$ cat src/rtl/i2c_pkg.sv
// Types and constants shared by the I2C initiator and target.
package i2c_pkg;

  localparam int I2C_ADDR_W = 7;
  localparam int I2C_BYTE_W = 8;

  localparam logic RW_READ = 1'b1;
  localparam logic ACK     = 1'b0;

  typedef enum logic [2:0] {
    IDLE,
    ADDR,
    ADDR_ACK,
    WR_DATA,
    WR_ACK,
    RD_DATA,
    RD_ACK
  } i2c_state_e;

  // Address 7'h00 is the general-call address, which this target never answers.
  function automatic logic addr_match(input logic [I2C_ADDR_W-1:0] rx_addr,
                                      input logic [I2C_ADDR_W-1:0] own_addr);
    return (rx_addr == own_addr) && (rx_addr != '0);
  endfunction

endpackage

$ cat src/rtl/i2c_if.sv
// Open-drain I2C bus pins as seen by a target: sampled SCL/SDA in, SDA pull-low enable out.
interface i2c_if;
  import i2c_pkg::*;

  logic scl_in;
  logic sda_in;
  logic sda_oe;

  modport slave  (input scl_in, input sda_in, output sda_oe);
  modport master (output scl_in, output sda_in, input sda_oe);

endinterface

$ cat src/rtl/i2c_bus_sync.sv
// Synchronises SCL/SDA into clk_in and produces registered edge and START/STOP pulses.
// SYNC_STAGES must be at least 2.
module i2c_bus_sync #(
  parameter int SYNC_STAGES = 2
) (
  input  logic clk_in,
  input  logic reset_in,
  input  logic scl_in,
  input  logic sda_in,
  output logic scl_rise,
  output logic scl_fall,
  output logic start_det,
  output logic stop_det,
  output logic sda_smp
);

  logic [SYNC_STAGES-1:0] scl_sync;
  logic [SYNC_STAGES-1:0] sda_sync;
  logic                   scl_hist;
  logic                   sda_hist;
  logic                   scl_s;
  logic                   sda_s;

  assign scl_s = scl_sync[SYNC_STAGES-1];
  assign sda_s = sda_sync[SYNC_STAGES-1];

  // Synchroniser chains, history flops and registered event pulses; lines reset to the idle-high level.
  always_ff @(posedge clk_in) begin
    if (reset_in) begin
      scl_sync  <= '1;
      sda_sync  <= '1;
      scl_hist  <= 1'b1;
      sda_hist  <= 1'b1;
      scl_rise  <= 1'b0;
      scl_fall  <= 1'b0;
      start_det <= 1'b0;
      stop_det  <= 1'b0;
      sda_smp   <= 1'b1;
    end else begin
      scl_sync  <= {scl_sync[SYNC_STAGES-2:0], scl_in};
      sda_sync  <= {sda_sync[SYNC_STAGES-2:0], sda_in};
      scl_hist  <= scl_s;
      sda_hist  <= sda_s;
      scl_rise  <= ~scl_hist & scl_s;
      scl_fall  <= scl_hist & ~scl_s;
      // SDA must move while SCL is stably high on both samples to count as START/STOP.
      start_det <= scl_hist & scl_s & sda_hist & ~sda_s;
      stop_det  <= scl_hist & scl_s & ~sda_hist & sda_s;
      sda_smp   <= sda_s;
    end
  end

endmodule

$ cat src/rtl/i2c_target.sv
// I2C target endpoint: address match, write reception and read transmission, no clock stretching.
//
// state    | meaning
// ---------+-----------------------------------------------------------
// IDLE     | bus ignored until START
// ADDR     | shifting in 7 address bits plus R/W
// ADDR_ACK | pulling SDA low for the address ack clock
// WR_DATA  | shifting in a write byte
// WR_ACK   | pulling SDA low for the write-byte ack clock
// RD_DATA  | driving the 8 bits of a read byte
// RD_ACK   | SDA released, sampling the initiator's ACK/NACK
module i2c_target
  import i2c_pkg::*;
#(
  parameter int SYNC_STAGES = 2
) (
  input  logic                  clk_in,
  input  logic                  reset_in,
  i2c_if.slave                  bus,
  input  logic [I2C_ADDR_W-1:0] own_addr_in,
  input  logic [I2C_BYTE_W-1:0] tx_data_in,
  output logic                  tx_load_out,
  output logic [I2C_BYTE_W-1:0] rx_data_out,
  output logic                  rx_valid_out,
  output logic                  busy_out
);

  logic scl_rise;
  logic scl_fall;
  logic start_det;
  logic stop_det;
  logic sda_smp;

  i2c_bus_sync #(
    .SYNC_STAGES(SYNC_STAGES)
  ) u_sync (
    .clk_in   (clk_in),
    .reset_in (reset_in),
    .scl_in   (bus.scl_in),
    .sda_in   (bus.sda_in),
    .scl_rise (scl_rise),
    .scl_fall (scl_fall),
    .start_det(start_det),
    .stop_det (stop_det),
    .sda_smp  (sda_smp)
  );

  i2c_state_e            state_q, state_d;
  logic [2:0]            bit_cnt_q, bit_cnt_d;
  logic [I2C_BYTE_W-1:0] shift_q, shift_d;
  logic                  got_byte_q, got_byte_d;
  logic                  rw_q, rw_d;
  logic                  ack_q, ack_d;
  logic                  sda_oe_q, sda_oe_d;
  logic [I2C_BYTE_W-1:0] rx_data_q, rx_data_d;
  logic                  rx_valid_q, rx_valid_d;
  logic                  tx_load_q, tx_load_d;

  // State and datapath registers.
  always_ff @(posedge clk_in) begin
    if (reset_in) begin
      state_q    <= IDLE;
      bit_cnt_q  <= '0;
      shift_q    <= '0;
      got_byte_q <= 1'b0;
      rw_q       <= 1'b0;
      ack_q      <= 1'b1;
      sda_oe_q   <= 1'b0;
      rx_data_q  <= '0;
      rx_valid_q <= 1'b0;
      tx_load_q  <= 1'b0;
    end else begin
      state_q    <= state_d;
      bit_cnt_q  <= bit_cnt_d;
      shift_q    <= shift_d;
      got_byte_q <= got_byte_d;
      rw_q       <= rw_d;
      ack_q      <= ack_d;
      sda_oe_q   <= sda_oe_d;
      rx_data_q  <= rx_data_d;
      rx_valid_q <= rx_valid_d;
      tx_load_q  <= tx_load_d;
    end
  end

  // Next state: START/STOP win over everything, otherwise advance on SCL falls.
  always_comb begin
    state_d = state_q;
    if (start_det) begin
      state_d = ADDR;
    end else if (stop_det) begin
      state_d = IDLE;
    end else begin
      case (state_q)
        ADDR:     if (scl_fall && got_byte_q)
                    state_d = addr_match(shift_q[7:1], own_addr_in) ? ADDR_ACK : IDLE;
        ADDR_ACK: if (scl_fall) state_d = (rw_q == RW_READ) ? RD_DATA : WR_DATA;
        WR_DATA:  if (scl_fall && got_byte_q) state_d = WR_ACK;
        WR_ACK:   if (scl_fall) state_d = WR_DATA;
        RD_DATA:  if (scl_fall && (bit_cnt_q == 3'd7)) state_d = RD_ACK;
        RD_ACK:   if (scl_fall) state_d = (ack_q == ACK) ? RD_DATA : IDLE;
        default:  state_d = state_q;
      endcase
    end
  end

  // Datapath and output updates: sample on SCL rise, change SDA only on SCL fall.
  always_comb begin
    bit_cnt_d  = bit_cnt_q;
    shift_d    = shift_q;
    got_byte_d = got_byte_q;
    rw_d       = rw_q;
    ack_d      = ack_q;
    sda_oe_d   = sda_oe_q;
    rx_data_d  = rx_data_q;
    rx_valid_d = 1'b0;
    tx_load_d  = 1'b0;
    if (start_det || stop_det) begin
      bit_cnt_d  = '0;
      got_byte_d = 1'b0;
      sda_oe_d   = 1'b0;
    end else begin
      case (state_q)
        ADDR, WR_DATA: begin
          if (scl_rise) begin
            shift_d   = {shift_q[6:0], sda_smp};
            bit_cnt_d = bit_cnt_q + 3'd1;
            if (bit_cnt_q == 3'd7) got_byte_d = 1'b1;
          end else if (scl_fall && got_byte_q) begin
            got_byte_d = 1'b0;
            if (state_q == ADDR) begin
              if (addr_match(shift_q[7:1], own_addr_in)) begin
                sda_oe_d = 1'b1;
                rw_d     = shift_q[0];
              end
            end else begin
              rx_data_d  = shift_q;
              rx_valid_d = 1'b1;
              sda_oe_d   = 1'b1;
            end
          end
        end
        ADDR_ACK: begin
          if (scl_fall) begin
            bit_cnt_d = '0;
            if (rw_q == RW_READ) begin
              shift_d   = tx_data_in;
              tx_load_d = 1'b1;
              sda_oe_d  = ~tx_data_in[7];
            end else begin
              sda_oe_d = 1'b0;
            end
          end
        end
        WR_ACK: begin
          if (scl_fall) begin
            bit_cnt_d = '0;
            sda_oe_d  = 1'b0;
          end
        end
        RD_DATA: begin
          if (scl_fall) begin
            if (bit_cnt_q == 3'd7) begin
              bit_cnt_d = '0;
              sda_oe_d  = 1'b0;
            end else begin
              bit_cnt_d = bit_cnt_q + 3'd1;
              shift_d   = {shift_q[6:0], 1'b0};
              sda_oe_d  = ~shift_q[6];
            end
          end
        end
        RD_ACK: begin
          if (scl_rise) begin
            ack_d = sda_smp;
          end else if (scl_fall) begin
            bit_cnt_d = '0;
            if (ack_q == ACK) begin
              shift_d   = tx_data_in;
              tx_load_d = 1'b1;
              sda_oe_d  = ~tx_data_in[7];
            end else begin
              sda_oe_d = 1'b0;
            end
          end
        end
        default: begin
          sda_oe_d = 1'b0;
        end
      endcase
    end
  end

  assign bus.sda_oe   = sda_oe_q;
  assign rx_data_out  = rx_data_q;
  assign rx_valid_out = rx_valid_q;
  assign tx_load_out  = tx_load_q;
  assign busy_out     = (state_q != IDLE);

endmodule
$ cat src/flat_wrapper.sv
// flat-port wrapper written by rule: the top's interface ports become plain ports
module i2c_target_flat import i2c_pkg::*;
#(
  parameter int SYNC_STAGES = 2
)
  (clk_in, reset_in, own_addr_in, tx_data_in, tx_load_out, rx_data_out, rx_valid_out, busy_out, bus_scl_in, bus_sda_in, bus_sda_oe);
  i2c_if bus_i ();
  input  logic clk_in;
  input  logic reset_in;
  input  logic [I2C_ADDR_W-1:0] own_addr_in;
  input  logic [I2C_BYTE_W-1:0] tx_data_in;
  output logic tx_load_out;
  output logic [I2C_BYTE_W-1:0] rx_data_out;
  output logic rx_valid_out;
  output logic busy_out;
  input wire logic [$bits(bus_i.scl_in)-1:0] bus_scl_in;
  input wire logic [$bits(bus_i.sda_in)-1:0] bus_sda_in;
  output wire logic [$bits(bus_i.sda_oe)-1:0] bus_sda_oe;
  assign bus_i.scl_in = bus_scl_in;
  assign bus_i.sda_in = bus_sda_in;
  assign bus_sda_oe = bus_i.sda_oe;
  i2c_target #(.SYNC_STAGES(SYNC_STAGES)) u_core (.clk_in(clk_in), .reset_in(reset_in), .bus(bus_i), .own_addr_in(own_addr_in), .tx_data_in(tx_data_in), .tx_load_out(tx_load_out), .rx_data_out(rx_data_out), .rx_valid_out(rx_valid_out), .busy_out(busy_out));
endmodule
$ cat config.mk
export PLATFORM = sky130hd
export DESIGN_NAME = i2c_target_flat
export DESIGN_NICKNAME = d
export VERILOG_FILES = /design/src/rtl/i2c_pkg.sv /design/src/rtl/i2c_if.sv /design/src/rtl/i2c_bus_sync.sv /design/src/rtl/i2c_target.sv /design/src/flat_wrapper.sv
export SDC_FILE = /design/constraint.sdc
export NUM_CORES = 1
export LEC_CHECK = 0
export ABC_AREA = 1
export BUFFER_PORTS_ARGS = -buffer_cell sky130_fd_sc_hd__buf_2
export CELL_PAD_IN_SITES_DETAIL_PLACEMENT = 1
export CELL_PAD_IN_SITES_GLOBAL_PLACEMENT = 2
export CORE_UTILIZATION = 32
export CTS_CLUSTER_SIZE = 40
export DETAILED_ROUTE_END_ITERATION = 10
export GPL_TIMING_DRIVEN = 1
export PLACE_DENSITY_LB_ADDON = 0.1
export SYNTH_ARGS = -nofsm -noshare
export SYNTH_HDL_FRONTEND = slang
export SYNTH_SLANG_ARGS = --single-unit
export TNS_END_PERCENT = 50
$ cat constraint.sdc
create_clock -name clk_in -period 3.3 [get_ports clk_in]
set_input_delay 0.495 -clock clk_in [delete_from_list [all_inputs] [get_ports clk_in]]
set_output_delay 0.495 -clock clk_in [all_outputs]
set_load 0.05 [all_outputs]
==> results_dict.tcl, run 1 <==
set metrics [dict create \
    run_status "completed" \
    buffer_ports.inserted 30 \
    fp.coreArea_sq_um 5640 \
    h-tree-depth 2 \
    cts.sink_count 38 \
    critical_path_end_type "flop" \
    count_of_yosys_warnings_during_synthesis 0 \
    critPathSlowestCell "dfxtp_1" \
    grt_overflow_total 0 \
    rows 27 \
    via_count_of_the_first_global_routing_pass 1773 \
    vias_per_cell 4.67 \
    hold_viol_final 0 \
    longest_clk_path_bufs 2 \
    routed-via-count 1863 \
    cp.buffers_inverters 1 \
    ir_drop_mv 0.261 \
    antenna_violating_nets_left 0 \
    root_buffer "clkbuf_8" \
    ys_top_cells_by_area "dfxtp_1, nand2_1, nor2_1" \
    most_common_library_cell_in_the_layout_ignoring_fill_and_taps "nand2_1" \
    commonest_non_fill_non_tap_cells_in_the_layout "nand2_1, nor2_1, dfxtp_1" \
    crit_start_category "flop" \
    number_of_placed_cells_counting_well_taps 392 \
    setup_viol 0 \
    floorplan.die.width_um 79.2 \
    sequential_area_share_after_synthesis_pct 39.9 \
    initial_core_utilization_pct 33.8 \
    layout_worst_path_cycle_share_pct 58.2 \
    mappedNetlistNets 317 \
    number_of_buffers_created_by_cts 5 \
    post-route-min-period_ns 1.92 \
    drt-initial-drc-count 156 \
    wl_um 5270 \
    syn_area_per_cell_sq_um 6.45 \
    max_cap_violations 0 \
    layout-drive-gt1-share_pct 16.5 \
    netlist.area_leader.share_pct 39.9 \
    worstMarginPinSlew_ns 0.815 \
    crit_arrival_ns 2.10 \
    globalRouteTotalUtil_pct 18.9 \
    report.final.slew_viol_count 0 \
    detailedRoute.firstPassIterationCount 4 \
    fmax_ghz 0.520 \
    design.die.area_sq_um 6280 \
    report.power.total_uw 1430 \
    final_core_util_pct 38.9 \
    route.detailed.wl_per_inst_um 13.2 \
    tritoncts "built" \
    floorplan.io_pins 31 \
    grt_first_pass_wirelength_um 8880 \
    num-nets-final 348 \
    critical_path.cell_chain "inv_1 -> nor2_2 -> nand2_1 -> a21oi_1 -> nor2_1 -> nand3_2 -> nand2_1 -> nand2_1 -> nor2_1" \
    antenna_found_initial 0 \
    unrepaired_setup_endpoints_after_global_routing "false" \
    combined_area_of_all_synthesized_cells_sq_um 1910 \
    critical_path.max_stage_delay_ns 0.48 \
    area_growth_syn_to_layout_pct 14.9 \
    cp_top_family "simple AND/OR/NAND/NOR gates" \
    crit_path_max_fanout 16 \
    worst-setup-path-type "reg -> reg" \
    hold_buffers 0 \
    yosysTopAreaCell "dfxtp_1" \
    postSynthRegisterBits 38 \
    max_slew_margin_pct 45.5 \
    synthesis.instances 296 \
    hp-class "in -> reg" \
    placer_s_final_routability_congestion_estimate 0.889 \
    fin_skew_ns 0.0119 \
    cellPowerDensity_nw_per_um2 653 \
    die_h_um 79.2 \
    yosysUniqueCellTypes 25 \
    diode_insertion_count_for_antenna_repair 0 \
    drc_violations_left 0 \
    power.static_leakage_uw 0.00114 \
    clock_insertion_delay_worst_skew_ns 0.29 \
    count_of_buffers_added_by_post_cts_timing_repair_for_setup 0 \
    hpwl_um 4140 \
    postCtsResizedCells 0 \
    cp_required_ns 3.48 \
    clk_pin_slew_ns 0.07 \
    final_cell_count_no_fill 399 \
    critical-path-top-cell-by-count "nand2_1" \
    fin_setup_tns_ns 0 \
    grt_max_degree 22 \
]
==> synthesized netlist by cell type <==
cell / count
nand3_1: 12
buf_2: 1
buf_6: 1
nand2_2: 4
nand4_1: 1
ha_1: 2
nand3_2: 2
nor3_1: 3
o2111ai_1: 1
and2_0: 1
clkbuf_1: 3
nor4_1: 1
buf_4: 1
a21oi_1: 19
nor2_2: 4
o21ai_0: 23
a2111oi_0: 1
nand2_1: 85
or2_2: 5
inv_1: 30
nor2_1: 53
inv_2: 2
xor2_1: 1
xnor2_1: 2
dfxtp_1: 38
==> flip-flops by register name, indices dropped and copies added (netlist names), 2 cells and up <==
signal / count
u_core.bit_cnt_q: 3
u_core.rx_data_out: 8
u_core.shift_q: 8
u_core.state_q: 3
u_core.u_sync.scl_sync: 2
u_core.u_sync.sda_sync: 2
==> power by group <==
part	switching, uW	total [uW]	internal [uW]
registers	65.1	589	524
logic	364	535	171
clock network	165	307	142
==> metrics by stage <==
step / hold slack (ns) / area (sq um) / setup slack, ns
after floorplan: 0.389 / 1910 / 1.84
after global placement: 0.391 / 2110 / 1.37
after detailed placement: 0.401 / 2110 / 1.38
after CTS: 0.384 / 2190 / 1.37
after global routing: 0.380 / 2190 / 1.16
final: 0.389 / 2190 / 1.38
==> kinds of logic (layout without fill, tap and decap cells) <==
| logic type | count (synthesis) | in the layout | synth area share (%) |
|---|---|---|---|
| adders and majority gates | 2 | 2 | 1.31 |
| and+or+nand+nor | 171 | 171 | 37.4 |
| AOI/OAI and AO/OA | 44 | 44 | 11.9 |
| xor gates and xnor gates | 3 | 3 | 1.38 |
| DFF | 38 | 38 | 39.9 |
| buffers and inverters | 38 | 69 | 8.13 |
==> final timing paths <==
check                                               start                   endpoint  slack (ns)  depth (start not counted)
worst max-delay path                    u_core.state_q[1]          u_core.shift_q[3]        1.38                          9
worst min-delay path                           bus_scl_in  u_core.u_sync.scl_sync[0]        0.39                          2
worst max register to register          u_core.state_q[1]          u_core.shift_q[3]        1.38                          9
worst min register to register  u_core.u_sync.sda_sync[0]  u_core.u_sync.sda_sync[1]        0.42                          1
==> layer usage <==
metal / global-route usage [%] / vias to the layer above / routed length, um
li1: - / 991 / -
met1: 28.3 / 839 / 2870
met2: 26.4 / 28 / 2150
met3: 3.68 / 5 / 178
met4: 6.55 / 0 / 63
met5: 0 / - / 0
==> cell type report <==
cell class	count	area (sq um)
Fill cell	757	3450
Multi-Input combinational cell	220	992
Sequential cell	38	761
Timing Repair Buffer	30	150
Inverter	32	120
Tap cell	72	90.1
Clock buffer	5	68.8
Clock inverter	2	10.0
Power figures use the tool's default switching activity.
==> inputs of run 2 (changes only) <==
CORE_UTILIZATION = 30   (was 32)
clock period = 1.85 ns   (was 3.3 ns; I/O delays follow)
==> run 2 against run 1 <==
Net effect: fmax is 17% higher; setup slack got worse by 1.2 ns; wire length is 4.4% higher; combinational power up 89%; via count grew 3.1%; critical endpoint is now u_core.bit_cnt_q[0]; largest power group unchanged.
==> results_dict.tcl, run 2 (same netlist as run 1, synthesis figures left out) <==
set metrics [dict create \
    clk_pin_slew_ns 0.09 \
    drc_violations_left 0 \
    fin_skew_ns 0.00761 \
    root_buffer "clkbuf_8" \
    cellPowerDensity_nw_per_um2 1240 \
    postCtsResizedCells 0 \
    floorplan.die.width_um 81.8 \
    route.detailed.wl_per_inst_um 13.3 \
    post-route-min-period_ns 1.65 \
    cp_required_ns 2.04 \
    drt-initial-drc-count 67 \
    area_growth_syn_to_layout_pct 23.4 \
    min_path_cells 2 \
    cts.sink_count 38 \
    r2r.worst_path.cells 8 \
    crit_path_max_fanout 7 \
    grt_overflow_total 0 \
    max_cap_violations 0 \
    diode_insertion_count_for_antenna_repair 0 \
    max_slew_margin_pct 70.4 \
    report.power.total_uw 2930 \
    rows 28 \
    fmax_ghz 0.607 \
    most_common_library_cell_in_the_layout_ignoring_fill_and_taps "nand2_1" \
    num-nets-final 359 \
    fp.coreArea_sq_um 6030 \
    hpwl_um 4290 \
    run_status "completed" \
    layout-drive-gt1-share_pct 20.6 \
    grt_first_pass_wirelength_um 9320 \
    hold_buffers 0 \
    clock_insertion_delay_worst_skew_ns 0.29 \
    grt_max_degree 17 \
    globalRouteTotalUtil_pct 18.5 \
    vias_per_cell 4.64 \
    power.static_leakage_uw 0.00122 \
    count_of_buffers_added_by_post_cts_timing_repair_for_setup 0 \
    antenna_found_initial 0 \
    layout_worst_path_cycle_share_pct 89.1 \
    fin_setup_tns_ns 0 \
    tritoncts "built" \
    hp-class "in -> reg" \
    commonest_non_fill_non_tap_cells_in_the_layout "nand2_1, nor2_1, dfxtp_1" \
    placer_s_final_routability_congestion_estimate 0.875 \
    die_h_um 81.8 \
    ir_drop_mv 0.427 \
    design.die.area_sq_um 6680 \
    routed-via-count 1921 \
    detailedRoute.firstPassIterationCount 4 \
    setup_viol 0 \
    number_of_placed_cells_counting_well_taps 406 \
    unrepaired_setup_endpoints_after_global_routing "false" \
    multi_input_gate_area_in_the_final_layout_sq_um 1010 \
    hold_viol_final 0 \
    antenna_violating_nets_left 0 \
    report.final.slew_viol_count 0 \
    initial_core_utilization_pct 31.7 \
    critical_path_end_type "flop" \
    crit_start_category "flop" \
    area.sequential_sq_um 763 \
    worstMarginPinSlew_ns 0.442 \
    number_of_buffers_created_by_cts 5 \
    worst-setup-path-type "reg -> reg" \
    crit_arrival_ns 1.84 \
    floorplan.io_pins 31 \
    longest_clk_path_bufs 2 \
    final_cell_count_no_fill 414 \
    fin_worst_hold_slack_ns 0.162 \
    fill_cells 800 \
    via_count_of_the_first_global_routing_pass 1879 \
    buffer_ports.inserted 30 \
    h-tree-depth 2 \
    wl_um 5500 \
]
==> run 2: final timing paths <==
kind	slack (ns)	to	start
max	0.20	u_core.bit_cnt_q[0]	u_core.state_q[0]
min	0.16	u_core.u_sync.scl_sync[0]	bus_scl_in
max reg2reg	0.20	u_core.bit_cnt_q[0]	u_core.state_q[0]
min reg2reg	0.42	u_core.u_sync.sda_sync[1]	u_core.u_sync.sda_sync[0]
==> run 2: metal layers <==
metal / GRT usage [%] / wire (um)
met1: 28.2 / 3010
met2: 26.8 / 2320
met3: 3.22 / 131
met4: 3.68 / 27
met5: 0 / 0
==> run 2: final cells by class <==
cell class,instances,area share (%)
multi-input cells,220,42.8
flip-flops and latches,38,32.4
repair buffers,41,9.88
inverters,32,5.10
well taps,75,3.99
clock buffers,5,2.92
clock inverters,3,2.92
==> run 2: stage by stage <==
stage	cell area, sq um	setup slack, ns	utilization (%)
floorplan	1910	0.391	-
global placement	2200	0.0286	36.5
detailed placement	2200	0.0369	36.5
CTS	2340	0.0217	38.8
global route	2350	0.00275	39.1
finish	2350	0.202	39.1
==> run 2: power breakdown <==
part | total, uW | switching [uW] | internal (uW) | leakage (uW)
Sequential | 1050 | 115 | 936 | 0.000310
Clock | 868 | 327 | 541 | 0.0000683
Combinational | 1010 | 670 | 340 | 0.000843
Total | 2930 | 1110 | 1820 | 0.00122
==> run 2: worst max-delay path, cell delays in order, from the launching register on <==
cell and delay, ns:
dfxtp_1 0.46, buf_4 0.17, nand2_2 0.13, a21oi_2 0.26, nor2_1 0.09, o21ai_0 0.18
inv_1 0.11, nand2_1 0.08, a21oi_1 0.06
==> inputs of run 3 (changes only) <==
CORE_UTILIZATION = 32   (was 30)
clock period = 1.9 ns   (was 1.85 ns; I/O delays follow)
==> run 3 against run 2 <==
Net effect: first-iteration DRC count grew 25%; wire length fell by 0.25%; die area down 6.1%; critical path type unchanged; flip-flop and latch count did not move; register-to-register slack barely moved; hold slack improved by 0.0093 ns; global-route usage rose by 0.39 points; fmax shrank 3.7%; largest power group unchanged; highest routed layer unchanged.
==> results_dict.tcl, run 3 (same netlist as run 1, synthesis figures left out) <==
set metrics [dict create \
    crit_arrival_ns 1.90 \
    report.final.slew_viol_count 0 \
    h-tree-depth 2 \
    rows 27 \
    fp.coreArea_sq_um 5640 \
    setup_viol 0 \
    wl_um 5480 \
    met1_usage_pct 27.8 \
    run_status "completed" \
    crit_path_max_fanout 16 \
    critPathSlowestCell "dfxtp_1" \
    route.detailed.wl_per_inst_um 13.4 \
    diode_insertion_count_for_antenna_repair 0 \
    commonest_non_fill_non_tap_cells_in_the_layout "nand2_1, nor2_1, dfxtp_1" \
    count_of_buffers_added_by_post_cts_timing_repair_for_setup 0 \
    power.static_leakage_uw 0.00119 \
    critical_path.max_stage_delay_ns 0.34 \
    cts.sink_count 38 \
    hpwl_um 4340 \
    final_core_util_pct 40.5 \
    hold_buffers 0 \
    area_growth_syn_to_layout_pct 19.7 \
    ir_drop_mv 0.444 \
    number_of_buffers_created_by_cts 5 \
    placement.setup.worst_slack_ns 0.0190 \
    vias_per_cell 4.83 \
    clk_pin_slew_ns 0.08 \
    layout_worst_path_cycle_share_pct 90.0 \
    hold_viol_final 0 \
    drt-initial-drc-count 84 \
    layout-drive-gt1-share_pct 19.6 \
    globalRouteTotalUtil_pct 18.9 \
    fin_skew_ns 0.00520 \
    cp_required_ns 2.09 \
    placer_s_final_routability_congestion_estimate 0.849 \
    grt_max_degree 20 \
    initial_core_utilization_pct 33.8 \
    final_critical_path_setup_slack_ns 0.189 \
    fin_setup_tns_ns 0 \
    max_cap_violations 0 \
    detailedRoute.firstPassIterationCount 4 \
    grt_most_used_layer "met1" \
    drc_violations_left 0 \
    die_h_um 79.2 \
    grt_util_met2_pct 27.1 \
    routed-via-count 1969 \
    longest_clk_path_bufs 2 \
    clock_insertion_delay_worst_skew_ns 0.29 \
    floorplan.die.width_um 79.2 \
    fmax_ghz 0.585 \
    num-nets-final 356 \
    grt_first_pass_wirelength_um 8960 \
    cellPowerDensity_nw_per_um2 1140 \
    worst-setup-path-type "reg -> reg" \
    antenna_violating_nets_left 0 \
    most_common_library_cell_in_the_layout_ignoring_fill_and_taps "nand2_1" \
    worstMarginPinSlew_ns 0.504 \
    post-route-min-period_ns 1.71 \
    multi_input_gate_area_in_the_final_layout_sq_um 1010 \
    critical_path.cell_chain "ha_1 -> ha_1 -> inv_1 -> o21ai_0 -> nor2_1 -> nand3_4 -> nor2_1 -> nor2_1" \
    root_buffer "clkbuf_8" \
    floorplan.io_pins 31 \
    crit_start_category "flop" \
    unrepaired_setup_endpoints_after_global_routing "false" \
    max_slew_margin_pct 65.6 \
    critical_path_end_type "flop" \
    critical-path-top-cell-by-count "nor2_1" \
    use_met3_pct 3.56 \
    area.sequential_sq_um 762 \
    antenna_found_initial 0 \
    buffer_ports.inserted 30 \
    tritoncts "built" \
    fill_cells 746 \
    report.power.total_uw 2600 \
    hp-class "in -> reg" \
    design.die.area_sq_um 6280 \
    via_count_of_the_first_global_routing_pass 1855 \
    grt_overflow_total 0 \
]
==> run 3: cell types whose count changed in the layout (fill, tap and decap cells not counted), sizes merged <==
cell | previous run | this run
bufinv | 2 | 0
clkinvlp | 0 | 1
buf | 41 | 38
clkbuf | 5 | 6
==> run 3: worst paths after layout <==
check / start / endpoint / slack, ns / depth (start not counted)
worst max-delay path: u_core.bit_cnt_q[0] / u_core.shift_q[1] / 0.19 / 8
worst min-delay path: bus_scl_in / u_core.u_sync.scl_sync[0] / 0.17 / 2
worst max register to register: u_core.bit_cnt_q[0] / u_core.shift_q[1] / 0.19 / 8
worst min register to register: u_core.u_sync.scl_sync[0] / u_core.u_sync.scl_sync[1] / 0.42 / 1
==> run 3: metal layers <==
metal,vias up,share of wire (%),wire [um]
met5,-,0,0
met1,927,54,2930
li1,1006,-,-
met2,27,42,2310
met3,9,2.7,149
met4,0,1.6,87
==> run 3: report_power, final <==
| part | internal, uW | switching, uW |
|---|---|---|
| Combinational | 324 | 662 |
| Clock | 292 | 298 |
| Sequential | 911 | 110 |
==> run 3: timing repair <==
| action | 4_1_cts | 5_1_grt |
|---|---|---|
| endpoints found under the hold margin | 0 | 0 |
| setup endpoints to repair | 1 | 11 |
| gates resized for setup | 1 | 3 |
==> run 3: metrics by stage <==
| step | cell area (sq um) | hold slack, ns | cells |
|---|---|---|---|
| finish | 2280 | 0.171 | 408 |
| global route | 2280 | 0.160 | 408 |
| CTS | 2270 | 0.161 | 408 |
| detailed placement | 2170 | 0.400 | 400 |
| global placement | 2170 | 0.397 | 400 |
| floorplan | 1910 | 0.389 | 296 |
==> run 3: worst max-delay path, delay by kind of cell (launching register included) <==
family	cells	cell delay [ns]
adder cells (fa/ha/maj)	2	0.41
flip-flops	1	0.34
AO/OA/AOI/OAI	1	0.11
buffers and inverters	1	0.12
AND/OR/NAND/NOR	4	0.63
==> run 3: final cells by class <==
cell class                      instances  share of cell area, %
Multi-Input combinational cell        220                   44.1
Clock inverter                          2                  0.548
Clock buffer                            6                   3.62
Sequential cell                        38                   33.4
Tap cell                               72                   3.95
Timing Repair Buffer                   38                   9.21
Inverter                               32                   5.26
